[src/rtl/mc_main_fsm.sv]
// Multicycle MIPS main controller: Moore FSM sequencing fetch, decode, execute and
// writeback, with a memory-ready handshake, optional BNE and an illegal-opcode trap.
module mc_main_fsm #(
    parameter bit          MEM_WAIT = 1'b1,
    parameter bit          EN_BNE   = 1'b1,
    parameter int unsigned ST_W     = 4
) (
    input  logic            clk_i,
    input  logic            rst_i,
    input  logic [5:0]      op_i6,
    input  logic            mem_ready_i,
    output logic            iord_o,
    output logic            ir_write_o,
    output logic            mem_write_o,
    output logic            pc_write_o,
    output logic            branch_o,
    output logic            branch_ne_o,
    output logic [1:0]      pc_src_o2,
    output logic            alu_src_a_o,
    output logic [1:0]      alu_src_b_o2,
    output logic [1:0]      alu_op_o2,
    output logic            reg_dst_o,
    output logic            mem_to_reg_o,
    output logic            reg_write_o,
    output logic            illegal_o,
    output logic [ST_W-1:0] state_o4
);

    localparam logic [5:0] OP_RTYPE = 6'b000000;
    localparam logic [5:0] OP_J     = 6'b000010;
    localparam logic [5:0] OP_BEQ   = 6'b000100;
    localparam logic [5:0] OP_BNE   = 6'b000101;
    localparam logic [5:0] OP_ADDI  = 6'b001000;
    localparam logic [5:0] OP_LW    = 6'b100011;
    localparam logic [5:0] OP_SW    = 6'b101011;

    typedef enum logic [3:0] {
        FETCH   = 4'd0,
        DECODE  = 4'd1,
        MEMADR  = 4'd2,
        MEMRD   = 4'd3,
        MEMWB   = 4'd4,
        MEMWR   = 4'd5,
        EXECUTE = 4'd6,
        ALUWB   = 4'd7,
        BRANCH  = 4'd8,
        ADDIEX  = 4'd9,
        ADDIWB  = 4'd10,
        JUMP    = 4'd11
    } state_t;

    state_t state_q;
    state_t state_d;
    logic   is_bne_q;
    logic   rdy;

    assign rdy = MEM_WAIT ? mem_ready_i : 1'b1;

    // State register; the BNE flag is captured in DECODE so BRANCH never looks at op_i6.
    always_ff @(posedge clk_i) begin
        if (rst_i) begin
            state_q  <= FETCH;
            is_bne_q <= 1'b0;
        end else begin
            state_q <= state_d;
            if (state_q == DECODE) begin
                is_bne_q <= EN_BNE && (op_i6 == OP_BNE);
            end
        end
    end

    // Next-state and Moore control decode.
    always_comb begin
        state_d      = state_q;
        iord_o       = 1'b0;
        ir_write_o   = 1'b0;
        mem_write_o  = 1'b0;
        pc_write_o   = 1'b0;
        branch_o     = 1'b0;
        branch_ne_o  = 1'b0;
        pc_src_o2    = 2'b00;
        alu_src_a_o  = 1'b0;
        alu_src_b_o2 = 2'b00;
        alu_op_o2    = 2'b00;
        reg_dst_o    = 1'b0;
        mem_to_reg_o = 1'b0;
        reg_write_o  = 1'b0;
        illegal_o    = 1'b0;

        case (state_q)
            FETCH: begin
                alu_src_b_o2 = 2'b01;
                ir_write_o   = rdy;
                pc_write_o   = rdy;
                if (rdy) state_d = DECODE;
            end
            DECODE: begin
                alu_src_b_o2 = 2'b11;
                case (op_i6)
                    OP_LW, OP_SW: state_d = MEMADR;
                    OP_RTYPE:     state_d = EXECUTE;
                    OP_BEQ:       state_d = BRANCH;
                    OP_ADDI:      state_d = ADDIEX;
                    OP_J:         state_d = JUMP;
                    OP_BNE: begin
                        if (EN_BNE) begin
                            state_d = BRANCH;
                        end else begin
                            illegal_o = 1'b1;
                            state_d   = FETCH;
                        end
                    end
                    default: begin
                        illegal_o = 1'b1;
                        state_d   = FETCH;
                    end
                endcase
            end
            MEMADR: begin
                alu_src_a_o  = 1'b1;
                alu_src_b_o2 = 2'b10;
                if (op_i6 == OP_LW)      state_d = MEMRD;
                else if (op_i6 == OP_SW) state_d = MEMWR;
                else                     state_d = FETCH;
            end
            MEMRD: begin
                iord_o = 1'b1;
                if (rdy) state_d = MEMWB;
            end
            MEMWB: begin
                mem_to_reg_o = 1'b1;
                reg_write_o  = 1'b1;
                state_d      = FETCH;
            end
            MEMWR: begin
                iord_o      = 1'b1;
                mem_write_o = 1'b1;
                if (rdy) state_d = FETCH;
            end
            EXECUTE: begin
                alu_src_a_o = 1'b1;
                alu_op_o2   = 2'b10;
                state_d     = ALUWB;
            end
            ALUWB: begin
                reg_dst_o   = 1'b1;
                reg_write_o = 1'b1;
                state_d     = FETCH;
            end
            BRANCH: begin
                alu_src_a_o = 1'b1;
                alu_op_o2   = 2'b01;
                pc_src_o2   = 2'b01;
                branch_o    = 1'b1;
                branch_ne_o = is_bne_q;
                state_d     = FETCH;
            end
            ADDIEX: begin
                alu_src_a_o  = 1'b1;
                alu_src_b_o2 = 2'b10;
                state_d      = ADDIWB;
            end
            ADDIWB: begin
                reg_write_o = 1'b1;
                state_d     = FETCH;
            end
            JUMP: begin
                pc_src_o2  = 2'b10;
                pc_write_o = 1'b1;
                state_d    = FETCH;
            end
            default: state_d = FETCH;
        endcase

        // Reset cycle: every strobe is quiet, even if the register still holds a mid-access state.
        if (rst_i) begin
            iord_o       = 1'b0;
            ir_write_o   = 1'b0;
            mem_write_o  = 1'b0;
            pc_write_o   = 1'b0;
            branch_o     = 1'b0;
            branch_ne_o  = 1'b0;
            pc_src_o2    = 2'b00;
            alu_src_a_o  = 1'b0;
            alu_src_b_o2 = 2'b00;
            alu_op_o2    = 2'b00;
            reg_dst_o    = 1'b0;
            mem_to_reg_o = 1'b0;
            reg_write_o  = 1'b0;
            illegal_o    = 1'b0;
        end
    end

    assign state_o4 = rst_i ? '0 : ST_W'(state_q);

endmodule
[config.mk]
export PLATFORM = sky130hd
export DESIGN_NAME = mc_main_fsm
export DESIGN_NICKNAME = d
export VERILOG_FILES = /design/src/rtl/mc_main_fsm.sv
export SDC_FILE = /design/constraint.sdc
export NUM_CORES = 1
export LEC_CHECK = 0
export CAP_MARGIN = 25
export CELL_PAD_IN_SITES_DETAIL_PLACEMENT = 0
export CELL_PAD_IN_SITES_GLOBAL_PLACEMENT = 1
export CORE_MARGIN = 3
export CORE_UTILIZATION = 28
export CTS_CLUSTER_DIAMETER = 100
export DETAILED_ROUTE_END_ITERATION = 8
export PLACE_DENSITY = 0.82
export REMOVE_ABC_BUFFERS = 1
export SETUP_SLACK_MARGIN = 0.15
export SLEW_MARGIN = 20
export SYNTH_ARGS = -nofsm -noshare
export SYNTH_HDL_FRONTEND = slang
export SYNTH_SLANG_ARGS = --single-unit
[constraint.sdc]
create_clock -name clk_i -period 2.17 [get_ports clk_i]
set_input_delay 0.3255 -clock clk_i [delete_from_list [all_inputs] [get_ports clk_i]]
set_output_delay 0.3255 -clock clk_i [all_outputs]
set_load 0.03 [all_outputs]
==> results.cfg <==
[status]
outcome = complete, no violations

[timing]
worst_slew_pin_slew_ps = 380.0
fin_crit_sh_pct = 91.75
setup_viol = 0
drv_slew = 0
finalCriticalPeriod_ps = 1991
fin_ws_ps = 179.0
fmax_mhz = 502.3
slew_headroom_pct = 74.60
finalHoldViolCount = 0
rsz0062_at_grt = yes
clock_skew_ps = 2.647

[worst_setup_path]
startpoint_type = input pin
crit_required_ps = 1840
cp.arrival_ps = 1670
worstSetupPathType = input pin to primary output
crit_slowest_cell = clkdlybuf4s50_1
crit_fanout = 5
critPathMaxStageDelay_ps = 470
crit_path_cell_trace = clkdlybuf4s50_1, or2_4, or2_1, nand4_1, a21oi_1, buf_4
worstSetupEndpointType = primary output

[logic_synthesis]
netlist_instances = 93
ys_ff_latch = 5
syn_area_per_cell_um2 = 6.619
synth_cell_types = 37
syn_area_um2 = 615.6
synth_warnings = 0
yosysSeqAreaShare_pct = 16.26

[cts]
clk_pin_slew_ps = 40
cts-root-buf = clkbuf_4
cts_max_path_buffers = 2
cts_buffers = 3
cts_tree = done
cts_setup_buffers = 0
htreeDepth = 1
clk_latency_ps = 240
cts_sinks = 5

[layout]
diodes = 0
fin_util_pct = 46.29
final_common_cell = buf_4
final_cell_mix = buf_4 (25), nor2_1 (16), clkdlybuf4s50_1 (9), a21oi_1 (7)
area_growth_pct = 52.03
nFillCells = 217
final_nets = 135
drive_gt1_share_pct = 29.60

[grt]
antenna_found_initial = 0
grt_pass1_vias = 697
grt_max_degree = 16
grt_pass1_wl_mm = 3.098
grt_overflow_total = 0
grt_util_all_layers_pct = 14.75

[floorplanning]
die_x_um = 52.89
die_y_um = 52.89
fp-row-count = 16
pin_count = 30
initial_core_util_pct = 30.45
coreArea_um2 = 2022
die_area_um2 = 2797

[pwr]
ir_worst_vdd_uv = 130.4
p_leak_nw = 0.3781
p_total_w = 0.0002942
pwr_density_cell_nw_per_um2 = 314.4

[detailed_routing]
dr.pass1.iters = 4
wirelength_mm = 1.856
dr_total_vias = 799
drc = 0
met2WireLength_um = 861
dr_wl_met3_um = 115
detail_route.wl_per_cell_um = 12.21
wl_met1_um = 861
highest_layer = met4
dr.first_iter.drc_count = 12
viasPerCell = 5.257
ant_nets = 0

[place]
pre_cts_slack_ps = 101.7
hpwl_mm = 1.484
gp_congestion = 0.7982
io_buffers = 29

[run]
drv_cap = 0

[min_path]
min_path_type = flip-flop to flip-flop
## synthesized netlist by cell type
| cell type | n | area share, % |
|---|---|---|
| nor2_1 | 17 | 10 |
| a21oi_1 | 7 | 5.7 |
| dfxtp_1 | 5 | 16 |
| nand2b_1 | 5 | 5.1 |
| nor2b_1 | 5 | 5.1 |
| clkbuf_1 | 4 | 2.4 |
| nand2_1 | 4 | 2.4 |
| nor3_1 | 4 | 3.3 |
| nor4_1 | 4 | 4.1 |
| nand4_1 | 3 | 3.0 |
| or2_2 | 3 | 3.0 |
| a211oi_1 | 2 | 2.4 |
| a22o_1 | 2 | 2.8 |
| and3_1 | 2 | 2.0 |
| o21ai_0 | 2 | 1.6 |
| or2_1 | 2 | 2.0 |
| xor2_1 | 2 | 2.8 |
| a2111oi_1 | 1 | 1.6 |
| a211oi_2 | 1 | 2.0 |
| a221o_1 | 1 | 1.6 |
| a22oi_1 | 1 | 1.2 |
| and2_1 | 1 | 1.0 |
| buf_1 | 1 | 0.61 |
| buf_2 | 1 | 0.81 |
| buf_4 | 1 | 1.2 |
| buf_6 | 1 | 1.8 |
| inv_1 | 1 | 0.61 |
| nand3_1 | 1 | 0.81 |
| nand3_2 | 1 | 1.6 |
| nand4b_1 | 1 | 1.4 |
| o211ai_1 | 1 | 1.2 |
| o21bai_1 | 1 | 1.2 |
| o31ai_1 | 1 | 1.2 |
| o32ai_1 | 1 | 1.4 |
| or3_1 | 1 | 1.0 |
| or4_1 | 1 | 1.2 |
| or4b_1 | 1 | 1.6 |
## final cells by class
cell class | count | area (um^2) | share of cell area, %
Multi-Input combinational cell | 79 | 474.2 | 50.67
Tap cell | 27 | 33.78 | 3.610
Sequential cell | 5 | 102.6 | 10.96
Clock buffer | 4 | 26.28 | 2.807
Timing Repair Buffer | 36 | 295.3 | 31.55
Inverter | 1 | 3.754 | 0.4011
## kinds of logic (layout without fill, tap and decap cells)
family	after synthesis	in the layout	synth area share, %
buffers and inverters	9	41	7.518
flip-flops	5	5	16.26
AND/OR/NAND/NOR	56	56	49.19
XOR/XNOR	2	2	2.846
AO/OA/AOI/OAI	21	21	24.19
## per-stage QoR
step / area [um^2] / cells / setup TNS [ps] / hold WS [ps]
after floorplan: 573.1 / 85 / -2267 / 394.6
after global placement: 904.6 / 148 / 0 / 453.6
after detailed placement: 904.6 / 148 / 0 / 485.1
after CTS: 928.4 / 152 / 0 / 489.2
after global routing: 935.9 / 152 / 0 / 504.6
final: 935.9 / 152 / 0 / 483.4
## worst paths after layout
path	cells after the start	from	slack, ps	end
setup / recovery	6	op_i6[2]	180	illegal_o
hold / removal	2	is_bne_q$_SDFFE_PP0P_	480	is_bne_q$_SDFFE_PP0P_
setup reg to reg	4	state_q[0]$_SDFFE_PP0P_	630	state_q[1]$_SDFFE_PP0P_
hold reg to reg	2	is_bne_q$_SDFFE_PP0P_	480	is_bne_q$_SDFFE_PP0P_
## worst max-delay path: cells and delay by family
family	cells	cell delay (ps)
compound gates	1	50
buf+inv	2	650
simple gates	3	640
## state kept, by name, summed over array words and instances (netlist names)
name,cells
is_bne_q,1
state_q,4
## timing repair
item | in CTS | in global routing
hold endpoints to repair | 0 | 0
pin swaps | 0 | 0
gates resized for setup | 2 | 4
hold buffers | 0 | 0
setup endpoints to repair | 3 | 7
## power breakdown
part	switching, W	total (W)	internal, W	leakage [nW]
sequential	0.00000492	0.0000989	0.0000940	0.0413
combinational	0.0000485	0.0000890	0.0000405	0.322
clock	0.0000369	0.000106	0.0000694	0.0150
## metal layers
layer / GRT usage, % / up-vias
met5: 0 / -
li1: - / 404
met3: 1.690 / 3
met1: 18.21 / 360
met2: 25.41 / 32
met4: 6.383 / 0
No activity file was read; power rests on OpenSTA's default activity.
